`config.mk`:
```
export PLATFORM = sky130hd
export DESIGN_NAME = mux_2to1_reg
export DESIGN_NICKNAME = d
export VERILOG_FILES = /design/src/rtl/mux_pkg.sv /design/src/rtl/mux_2to1_comb.sv /design/src/rtl/mux_2to1_reg.sv
export SDC_FILE = /design/constraint.sdc
export NUM_CORES = 1
export LEC_CHECK = 0
export CAP_MARGIN = 20
export CORE_AREA = 4 4 41 43
export DETAILED_ROUTE_END_ITERATION = 12
export DIE_AREA = 0 0 45 47
export PLACE_DENSITY = 0.66
export SYNTH_ARGS = -nofsm -noshare
export SYNTH_HDL_FRONTEND = slang
export SYNTH_SLANG_ARGS = --single-unit
```
`constraint.sdc`:
```
create_clock -name clk -period 0.8 [get_ports clk]
set_clock_uncertainty 0.05 [all_clocks]
set_input_delay 0.12 -clock clk [delete_from_list [all_inputs] [get_ports clk]]
set_output_delay 0.12 -clock clk [all_outputs]
set_load 0.02 [all_outputs]
```
`src/rtl/mux_pkg.sv`:
```
// Shared definitions for the 2:1 multiplexer family.
// Width default and select encoding used by the combinational and registered variants.
package mux_pkg;

    localparam int unsigned MUX_DEFAULT_WIDTH = 8;

    typedef enum logic {
        SEL_Q0 = 1'b0,
        SEL_Q1 = 1'b1
    } mux_sel_e;

endpackage

```
`src/rtl/mux_2to1_comb.sv`:
```
// Combinational 2:1 select with enable; output is all-zero when disabled.
// Usable on its own wherever no register boundary is wanted.
module mux_2to1_comb
    import mux_pkg::*;
#(
    parameter int unsigned n = MUX_DEFAULT_WIDTH
) (
    input  logic [n-1:0] q0,
    input  logic [n-1:0] q1,
    input  logic         sel,
    input  logic         en,
    output logic [n-1:0] y
);

    always_comb begin
        y = '0;
        if (en) begin
            // Plain two-way choice so an unknown select never infers storage.
            if (mux_sel_e'(sel) == SEL_Q1) begin
                y = q1;
            end else begin
                y = q0;
            end
        end
    end

endmodule

```
`src/rtl/mux_2to1_reg.sv`:
```
// Registered 2:1 multiplexer with enable: one-cycle latency, async active-low clear.
// Disable clears the output register rather than holding it.
module mux_2to1_reg
    import mux_pkg::*;
#(
    parameter int unsigned n = MUX_DEFAULT_WIDTH
) (
    input  logic         clk,
    input  logic         rst_n,
    input  logic [n-1:0] q0,
    input  logic [n-1:0] q1,
    input  logic         sel,
    input  logic         en,
    output logic [n-1:0] d
);

    logic [n-1:0] d_d;
    logic [n-1:0] d_q;

    mux_2to1_comb #(
        .n(n)
    ) u_comb (
        .q0 (q0),
        .q1 (q1),
        .sel(sel),
        .en (en),
        .y  (d_d)
    );

    always_ff @(posedge clk or negedge rst_n) begin
        if (!rst_n) begin
            d_q <= '0;
        end else begin
            d_q <= d_d;
        end
    end

    assign d = d_q;

endmodule

```
Word-level counts from Yosys, hierarchy flattened
Index checks and enable logic that the tools add are counted.
Storage, ports and cells
  ROM bits: 0
  RAM bits: 0
  bits of input ports: 20
  memories kept: 0
  word-level logic and storage cells: 3
  output and inout bits: 8
  bits in latches: 0
  flip-flop bits (word level): 8
Operators by class
  reduce and logical (&&, ||, !) cells: 0
  bitwise operators: 0
  equal/unequal tests: 0
  muxes and demuxes: 2
  shift operators: 0
  order comparisons: 0
  $add $sub $neg: 0
  $mul: 0
  divide/modulo/power cells: 0
Operators with widths (count)
  two-way mux 8 bit: 2

Longest topological paths before layout
Gate-level depths: netlist (run 1).
  depth after elaboration: 2
  mapped depth: 3
  gate-level depth less buffers: 2

Cells and area by module
From an unflattened synthesis (run 1), not the netlist that was laid out.
Second synthesis, totals
  cells, all modules: 25
  area total of the unflattened synthesis: 341.6 sq um
Modules (own cells, without submodules)
  mux_2to1_reg: times used 1, seq. area each 200.2 sq um, cells each 8, area an instance 200.2 sq um
  mux_2to1_comb: times used 1, seq. area each 0.0 sq um, cells each 17, area an instance 141.4 sq um

Worst setup path after synthesis (run 1)
OpenSTA, ideal clock, no wires.
  path type: in2reg
  from: input sel
  to: register d_q[0] (netlist: d[0])
  data required time: 630 ps
  arrival time: 462 ps
  path buffers: 1
  setup slack: 168 ps
  stages on the path: 3
  setup time: 120 ps
  cell sequence: buf_6 -> mux2i_1 -> nor2b_1
On the way
  cells in the longest elaborated chain, start to end: 2
RTL lines
  start, declared: line mux_2to1_reg.sv:12  | input logic sel,
  two-way mux 8 bit: line mux_2to1_comb.sv:19  | if (mux_sel_e'(sel) == SEL_Q1) begin
  two-way mux 8 bit: line mux_2to1_comb.sv:17  | if (en) begin
  named net d_d[0]: line mux_2to1_reg.sv:17  | logic [n-1:0] d_d;
  end signal, assigned: line mux_2to1_reg.sv:32  | d_q <= '0;
  end signal, assigned: line mux_2to1_reg.sv:34  | d_q <= d_d;
  end, declared: line mux_2to1_reg.sv:18  | logic [n-1:0] d_q;
The timed path passes the listed nets, and every way through them passes these cells.

Worst setup path in the final report (run 1)
  from: register d_q[3] (netlist: d[3])
  to: output d[3]
RTL lines
  end, declared: line mux_2to1_reg.sv:14  | output logic [n-1:0] d
No word-level cell between the ends.

==> flow_summary.html, run 1 <==
<table>
<tr><th>Metric</th><th>Value</th></tr>
<tr><th colspan="2">Timing</th></tr>
<tr><td>Max_slew headroom</td><td>77.59%</td></tr>
<tr><td>Final Critical Period</td><td>a little over 0.9 ns</td></tr>
<tr><td>Final clock period utilization by the worst path</td><td>114.4%</td></tr>
<tr><td>Final hold slack</td><td>0.09288 ns</td></tr>
<tr><td>Final Max Slew Viols</td><td>0</td></tr>
<tr><td>Count of endpoints failing setup in the final report</td><td>8</td></tr>
<tr><td>Worst Tran Pin Value</td><td>0.3350 ns</td></tr>
<tr><td>Top achievable clock speed</td><td>1.093 GHz</td></tr>
<tr><td>Final-report hold violation count</td><td>0</td></tr>
<tr><td>Setup repair after global routing missed its margin</td><td>true</td></tr>
<tr><td>Smallest setup slack after layout</td><td>-0.1153 ns</td></tr>
<tr><th colspan="2">Critical path</th></tr>
<tr><td>Arr. time, crit path</td><td>0.75 ns</td></tr>
<tr><td>Worst setup SP type</td><td>register</td></tr>
<tr><td>Combined buffer and inverter count along the critical path</td><td>1</td></tr>
<tr><td>Setup crit end kind</td><td>output pin</td></tr>
<tr><td>Delay of the slowest cell on the worst path</td><td>between 0.3 and 0.4 ns</td></tr>
<tr><td>WP data required</td><td>0.63 ns</td></tr>
<tr><td>Highest net fanout along the worst path</td><td>1</td></tr>
<tr><td>Cell breakdown of the critical path</td><td>buf_6</td></tr>
<tr><td>Worst path slowest cell</td><td>dfrtp_1</td></tr>
<tr><td>Critical path class</td><td>reg2out</td></tr>
<tr><td>Cell family with most CP delay</td><td>flip-flops</td></tr>
<tr><th colspan="2">Clocking</th></tr>
<tr><td>Root Driver</td><td>clkbuf_4</td></tr>
<tr><td>Post CTS Setup Buffer Count</td><td>0</td></tr>
<tr><td>Clock transition at the register clock pins on the worst setup and hold paths after CTS</td><td>around 0.050 ns</td></tr>
<tr><td>CTS H-tree lvls</td><td>1</td></tr>
<tr><td>Number of sinks on the clock net</td><td>8</td></tr>
<tr><td>CTS Buffer Depth</td><td>2</td></tr>
<tr><td>TritonCTS clock tree</td><td>done</td></tr>
<tr><td>Hold buffer count at cts</td><td>0</td></tr>
<tr><td>Num CTS Buffers</td><td>3</td></tr>
<tr><th colspan="2">Drt</th></tr>
<tr><td>Wirelength per Cell</td><td>between 10 and 15 µm</td></tr>
<tr><td>Number of routed nets with antenna violations</td><td>0</td></tr>
<tr><td>Via-per-instance ratio</td><td>3.986</td></tr>
<tr><td>DRC violation count after routing</td><td>0</td></tr>
<tr><td>Iteration-0 DRC count of the detailed router</td><td>0</td></tr>
<tr><td>Detailed-route via count</td><td>279</td></tr>
<tr><td>Wirelength, routed</td><td>711 µm</td></tr>
<tr><td>First-pass DRT Iterations</td><td>1</td></tr>
<tr><th colspan="2">Synthesis</th></tr>
<tr><td>Area share of fa/ha/maj cells after synthesis</td><td>0%</td></tr>
<tr><td>Multiplexer area fraction after synthesis</td><td>23.44%</td></tr>
<tr><td>Yosys warning total</td><td>0</td></tr>
<tr><td>Xor and xnor fraction of the mapped netlist area</td><td>0%</td></tr>
<tr><td>Netlist cell types</td><td>4</td></tr>
<tr><td>Number of cells produced by synthesis</td><td>25</td></tr>
<tr><td>Post-Syn Nets</td><td>45</td></tr>
<tr><td>Sequential share of the synthesized area</td><td>58.61%</td></tr>
<tr><td>Avg Synthesized Cell Area</td><td>13.66 µm²</td></tr>
<tr><td>Synth top area cells</td><td>dfrtp_1 (59%), mux2i_1 (23%), nor2b_1 (15%)</td></tr>
<tr><td>Cell Area, Synth</td><td>between 300 and 400 µm²</td></tr>
<tr><td>Simple-gate portion of the synthesized area</td><td>14.65%</td></tr>
<tr><td>Largest family of logic cells by synthesized area</td><td>multiplexers</td></tr>
<tr><td>Share of the synthesized area in the top cell type</td><td>a little under 60%</td></tr>
<tr><td>Compound-gate portion of the synthesized area</td><td>0%</td></tr>
<tr><td>Top cell type by total area after synthesis</td><td>dfrtp_1</td></tr>
<tr><td>Flip-flop and latch count after synthesis</td><td>8</td></tr>
<tr><th colspan="2">Job</th></tr>
<tr><td>MaxCap Viol Count</td><td>0</td></tr>
<tr><th colspan="2">Floorplanning</th></tr>
<tr><td>Starting density of the core</td><td>26.25%</td></tr>
<tr><td>Number of rows created at floorplan</td><td>13</td></tr>
<tr><td>Die ar.</td><td>0.002115 mm²</td></tr>
<tr><td>Core Area</td><td>0.001301 mm²</td></tr>
<tr><td>Width of the chip</td><td>between 40 and 50 µm</td></tr>
<tr><td>Top Ports</td><td>28</td></tr>
<tr><td>Die height</td><td>47 µm</td></tr>
<tr><th colspan="2">Power and ir drop</th></tr>
<tr><td>Power per standard cell area</td><td>1463 mW/mm²</td></tr>
<tr><td>Lkg Pwr</td><td>0.3154 nW</td></tr>
<tr><td>Worst-case vdd ir drop</td><td>about 0.00045 V</td></tr>
<tr><td>Overall Power</td><td>0.9813 mW</td></tr>
<tr><th colspan="2">Layout</th></tr>
<tr><td>Antenna Cells</td><td>0</td></tr>
<tr><td>Commonest non-fill, non-tap cell in the layout</td><td>clkdlybuf4s50_1</td></tr>
<tr><td>Finished Cell Area</td><td>around 670 µm²</td></tr>
<tr><td>Count of non-filler cells in the finished layout</td><td>70</td></tr>
<tr><td>Max reg flops</td><td>8</td></tr>
<tr><td>Layout Nets</td><td>77</td></tr>
<tr><td>Layout-stage area growth over the synthesis result</td><td>96.34%</td></tr>
<tr><td>Fraction of final layout cells sized beyond drive strength 1</td><td>21.82%</td></tr>
<tr><td>Commonest non-fill, non-tap cells in the layout</td><td>clkdlybuf4s50_1 (18), mux2i_1 (8), nor2b_1 (8), dfrtp_1 (8), buf_6 (8)</td></tr>
<tr><th colspan="2">Placement</th></tr>
<tr><td>Count of port buffers added during placement</td><td>27</td></tr>
<tr><td>Dpl cell area</td><td>639.4 µm²</td></tr>
<tr><td>Number of instances in the placed design</td><td>67</td></tr>
<tr><td>Weighted congestion reported at the end of routability-driven placement</td><td>approximately 0.66</td></tr>
<tr><th colspan="2">GRT</th></tr>
<tr><td>First-pass GRT wire length</td><td>1055 µm</td></tr>
<tr><td>Initial antenna violation count</td><td>0</td></tr>
<tr><td>Largest net degree at the start of global routing</td><td>9</td></tr>
<tr><td>Overall Global Routing Usage</td><td>7.846%</td></tr>
<tr><td>Final global-route overflow total</td><td>0</td></tr>
<tr><td>Number of global-route vias before repair</td><td>275</td></tr>
<tr><th colspan="2">Status</th></tr>
<tr><td>Failing checks</td><td>negative setup slack</td></tr>
<tr><td>Result of the run</td><td>finished with violations</td></tr>
<tr><th colspan="2">Hold path</th></tr>
<tr><td>Path category of the worst min-delay check</td><td>in2async</td></tr>
</table>
==> path summary, 6_finish.rpt <==
kind | start | endpoint | cells past startpoint
hold / removal | rst_n | d[5] | 1
max in group asynchronous | rst_n | d[1] | 1
min in group clk | sel | d[0] | 4
setup / recovery | d[3] | d[3] | 1
==> what timing repair did <==
action	CTS	global route
hold endpoints to repair	0	0
setup endpoints to repair	16	8
gates resized for setup	49	0
==> area by class of cell <==
type | instances | area (µm²)
clock buffers | 3 | 22.52
well taps | 15 | 18.77
repair buffers | 28 | 299.0
fillers | 145 | 630.6
flip-flops and latches | 8 | 200.2
multi-input cells | 16 | 130.1
==> through the flow <==
step / setup slack [ns] / setup TNS [ns] / util (%)
2_1_floorplan: 0.1676 / 0 / -
3_3_place_gp: -0.4018 / -5.187 / 49.13
3_5_place_dp: -0.4118 / -5.237 / 49.13
4_1_cts: -0.1361 / -0.9912 / 51.54
5_1_grt: -0.1466 / -1.106 / 51.54
6_report: -0.1153 / -0.8716 / 51.54
==> cells in the mapped netlist <==
library cell	instances
dfrtp_1	8
mux2i_1	8
nor2b_1	8
buf_6	1
==> routing by layer <==
layer  global-route usage [%]  vias up  wire [µm]
met5                        0        -          0
met4                    14.04        0         36
met3                    1.149        4        122
met2                    10.45       27        280
met1                    8.038      104        272
li1                         -      144          -
==> kinds of logic (layout without fill, tap and decap cells) <==
logic type | count (synthesis) | after routing
multiplexers | 8 | 8
buffers and inverters | 1 | 31
AND/OR/NAND/NOR | 8 | 8
flip-flops | 8 | 8
==> where the power goes <==
part	internal (mW)	switching (mW)	total [mW]
Combinational	0.166	0.0882	0.254
Clock	0.170	0.115	0.285
Sequential	0.432	0.0112	0.443
Total	0.767	0.214	0.981
No activity file was read; power rests on OpenSTA's default activity.
==> run 2: changes to the inputs <==
Settings changed: CTS_CLUSTER_SIZE set to 10.
==> results of run 2 <==
No change in the layout: final DEF, timing and power equal those of run 1.
==> run 3: changes to the inputs <==
Settings changed: CELL_PAD_IN_SITES_DETAIL_PLACEMENT set to 1, CELL_PAD_IN_SITES_GLOBAL_PLACEMENT set to 1, CORE_AREA 4 4 41 43 to unset, CORE_MARGIN set to 4, CORE_UTILIZATION set to 23, DIE_AREA 0 0 45 47 to unset, PLACE_DENSITY 0.66 to unset, PLACE_DENSITY_LB_ADDON set to 0.1, SLEW_MARGIN set to 0.
==> run 3 against run 2 <==
  * The run still ends with negative setup slack left
  * Fmax fell by 0.83%
  * First-iteration DRC count did not move
  * Setup slack worse by 0.0077 ns
==> flow_summary.html, run 3 (synthesis gave the netlist of run 1 again) <==
<table>
<tr><th>Metric</th><th>Value</th></tr>
<tr><th colspan="2">Layout</th></tr>
<tr><td>Fraction of final layout cells sized beyond drive strength 1</td><td>23.21% (+1.4 points)</td></tr>
<tr><td>Layout Nets</td><td>78 (+1.3%)</td></tr>
<tr><td>Commonest non-fill, non-tap cells in the layout</td><td>clkdlybuf4s50_1 (18), buf_6 (9), mux2i_1 (8), nor2b_1 (8), dfrtp_1 (8)</td></tr>
<tr><td>Commonest non-fill, non-tap cell in the layout</td><td>clkdlybuf4s50_1</td></tr>
<tr><td>Max reg flops</td><td>8 (unchanged)</td></tr>
<tr><td>Antenna Cells</td><td>0 (unchanged)</td></tr>
<tr><td>Layout-stage area growth over the synthesis result</td><td>95.97%</td></tr>
<tr><td>Count of non-filler cells in the finished layout</td><td>71 (+1.4%)</td></tr>
<tr><th colspan="2">GRT</th></tr>
<tr><td>First-pass GRT wire length</td><td>1469 µm (+39%)</td></tr>
<tr><td>Initial antenna violation count</td><td>0 (unchanged)</td></tr>
<tr><td>Final global-route overflow total</td><td>0 (unchanged)</td></tr>
<tr><td>Largest net degree at the start of global routing</td><td>9 (unchanged)</td></tr>
<tr><td>Overall Global Routing Usage</td><td>9.960% (+2.1 points)</td></tr>
<tr><td>Number of global-route vias before repair</td><td>346 (+26%)</td></tr>
<tr><th colspan="2">Critical path</th></tr>
<tr><td>Crit. Startpoint</td><td>d[5]</td></tr>
<tr><td>Cell family with most CP delay</td><td>flip-flops</td></tr>
<tr><td>Critical path class</td><td>reg2out</td></tr>
<tr><td>Worst path slowest cell</td><td>dfrtp_1</td></tr>
<tr><td>Combined buffer and inverter count along the critical path</td><td>1 (unchanged)</td></tr>
<tr><td>Arr. time, crit path</td><td>0.75 ns (about the same)</td></tr>
<tr><td>Highest net fanout along the worst path</td><td>1 (unchanged)</td></tr>
<tr><td>Cell breakdown of the critical path</td><td>buf_6</td></tr>
<tr><td>Delay of the slowest cell on the worst path</td><td>0.38 ns (about the same)</td></tr>
<tr><td>Worst setup SP type</td><td>register</td></tr>
<tr><td>WP data required</td><td>0.63 ns (about the same)</td></tr>
<tr><td>Setup crit end kind</td><td>output pin</td></tr>
<tr><th colspan="2">Clocking</th></tr>
<tr><td>CTS H-tree lvls</td><td>1 (unchanged)</td></tr>
<tr><td>Hold buffer count at cts</td><td>0 (unchanged)</td></tr>
<tr><td>Post CTS Setup Buffer Count</td><td>0 (unchanged)</td></tr>
<tr><td>Num CTS Buffers</td><td>3 (unchanged)</td></tr>
<tr><td>TritonCTS clock tree</td><td>done</td></tr>
<tr><td>Number of sinks on the clock net</td><td>8 (unchanged)</td></tr>
<tr><td>Root Driver</td><td>clkbuf_4</td></tr>
<tr><td>CTS Buffer Depth</td><td>2 (unchanged)</td></tr>
<tr><td>Clock transition at the register clock pins on the worst setup and hold paths after CTS</td><td>0.05 ns (about the same)</td></tr>
<tr><th colspan="2">Power and ir drop</th></tr>
<tr><td>Sequential fraction of design power</td><td>44.6% (-0.5 points)</td></tr>
<tr><td>Part of the power in the clock network</td><td>29.5% (+0.5 points)</td></tr>
<tr><td>Proportion of power drawn by combinational gates</td><td>25.9% (about the same)</td></tr>
<tr><td>Lkg Pwr</td><td>0.3168 nW (+0.46%)</td></tr>
<tr><td>Switching power summed over all nets</td><td>0.2266 mW (+5.8%)</td></tr>
<tr><td>Overall Power</td><td>0.9925 mW (+1.1%)</td></tr>
<tr><td>Power per standard cell area</td><td>1483 mW/mm² (+1.3%)</td></tr>
<tr><td>Net switching fraction of the power</td><td>22.83% (+1.0 points)</td></tr>
<tr><td>Pint</td><td>0.7658 mW (-0.17%)</td></tr>
<tr><td>Worst-case vdd ir drop</td><td>0.0004200 V (-7.5%)</td></tr>
<tr><th colspan="2">Placement</th></tr>
<tr><td>Count of port buffers added during placement</td><td>27 (unchanged)</td></tr>
<tr><td>Number of instances in the placed design</td><td>68 (+1.5%)</td></tr>
<tr><td>Weighted congestion reported at the end of routability-driven placement</td><td>0.6364 (-3.2%)</td></tr>
<tr><td>Place WS</td><td>-0.3959 ns (+0.01591 ns)</td></tr>
<tr><th colspan="2">Floorplanning</th></tr>
<tr><td>Number of rows created at floorplan</td><td>13 (unchanged)</td></tr>
<tr><td>Core Area</td><td>0.001350 mm² (+3.7%)</td></tr>
<tr><td>Die ar.</td><td>0.002166 mm² (+2.4%)</td></tr>
<tr><td>Top Ports</td><td>28 (unchanged)</td></tr>
<tr><td>Width of the chip</td><td>46.54 µm (+3.4%)</td></tr>
<tr><td>Starting density of the core</td><td>25.30% (-0.95 points)</td></tr>
<tr><td>Die height</td><td>46.54 µm (-0.99%)</td></tr>
<tr><th colspan="2">Status</th></tr>
<tr><td>Failing checks</td><td>negative setup slack</td></tr>
<tr><td>Result of the run</td><td>finished with violations</td></tr>
<tr><th colspan="2">Timing</th></tr>
<tr><td>Final Critical Period</td><td>0.9230 ns (+0.007683 ns)</td></tr>
<tr><td>Final clock period utilization by the worst path</td><td>115.4% (+0.96 points)</td></tr>
<tr><td>Count of endpoints failing setup in the final report</td><td>8 (unchanged)</td></tr>
<tr><td>Worst Tran Pin Value</td><td>0.3480 ns (+0.01297 ns)</td></tr>
<tr><td>Setup repair after global routing missed its margin</td><td>true</td></tr>
<tr><td>Max_slew headroom</td><td>76.73% (-0.87 points)</td></tr>
<tr><td>Final hold slack</td><td>0.09610 ns (+0.003219 ns)</td></tr>
<tr><td>Setup TNS Final</td><td>-0.8960 ns (-0.02447 ns)</td></tr>
<tr><td>Final-report hold violation count</td><td>0 (unchanged)</td></tr>
<tr><td>Final Max Slew Viols</td><td>0 (unchanged)</td></tr>
<tr><td>Top achievable clock speed</td><td>1.083 GHz (-0.83%)</td></tr>
<tr><td>Smallest setup slack after layout</td><td>-0.1230 ns (-0.007683 ns)</td></tr>
<tr><th colspan="2">Drt</th></tr>
<tr><td>Wirelength per Cell</td><td>12.86 µm (+27%)</td></tr>
<tr><td>First-pass DRT Iterations</td><td>1 (unchanged)</td></tr>
<tr><td>Number of routed nets with antenna violations</td><td>0 (unchanged)</td></tr>
<tr><td>Detailed-route via count</td><td>300 (+7.5%)</td></tr>
<tr><td>DRC violation count after routing</td><td>0 (unchanged)</td></tr>
<tr><td>Wirelength, routed</td><td>913 µm (+28%)</td></tr>
<tr><td>Via-per-instance ratio</td><td>4.225 (+6.0%)</td></tr>
<tr><td>Iteration-0 DRC count of the detailed router</td><td>0 (unchanged)</td></tr>
<tr><th colspan="2">Job</th></tr>
<tr><td>MaxCap Viol Count</td><td>0 (unchanged)</td></tr>
<tr><th colspan="2">Hold path</th></tr>
<tr><td>Path category of the worst min-delay check</td><td>in2async</td></tr>
</table>
==> run 3: cell types whose count changed in the layout (fill, tap and decap cells not counted), sizes merged <==
cell,before,now
buf,9,10
==> run 3: worst max-delay path by stage <==
| stage | endpoint | cells after the start |
|---|---|---|
| 2_1_floorplan | d[0] | 3 |
| 3_3_place_gp | d[7] | 4 |
| 3_5_place_dp | d[4] | 4 |
| 4_1_cts | d[5] | 1 |
| 5_1_grt | d[5] | 1 |
| 6_report | d[5] | 1 |
==> run 3: power by group through the flow <==
stage	sequential (mW)	combinational (mW)	clock (mW)
after floorplan	0.479	0.0533	0
final	0.443	0.257	0.293
after detailed placement	0.444	0.256	0
after global placement	0.443	0.248	0
after CTS	0.443	0.261	0.313
after global routing	0.444	0.275	0.331
==> run 3: routing by layer <==
| layer | routed length (µm) | track usage, % | vias up |
|---|---|---|---|
| met5 | 0 | 0 | - |
| li1 | - | - | 145 |
| met1 | 333 | 10.14 | 136 |
| met4 | 0 | 6.818 | 0 |
| met2 | 470 | 17.03 | 19 |
| met3 | 109 | 3.125 | 0 |
==> run 3: layout make-up <==
| cell class | count | area [µm²] |
|---|---|---|
| Multi-Input combinational cell | 16 | 130.1 |
| Fill cell | 147 | 680.7 |
| Clock buffer | 3 | 22.52 |
| Sequential cell | 8 | 200.2 |
| Tap cell | 15 | 18.77 |
| Timing Repair Buffer | 29 | 297.8 |
==> run 3: what timing repair did <==
item / CTS / global route
endpoints found under the setup margin: 16 / 8
gates cloned: 0 / 0
hold endpoints to repair: 0 / 0
resized for setup: 50 / 0
==> run 3: metrics by stage <==
step / util [%] / cell area, µm²
after CTS: 49.58 / 669.4
after global placement: 46.99 / 634.4
after global routing: 49.58 / 669.4
final: 49.58 / 669.4
after detailed placement: 46.99 / 634.4
after floorplan: - / 341.6
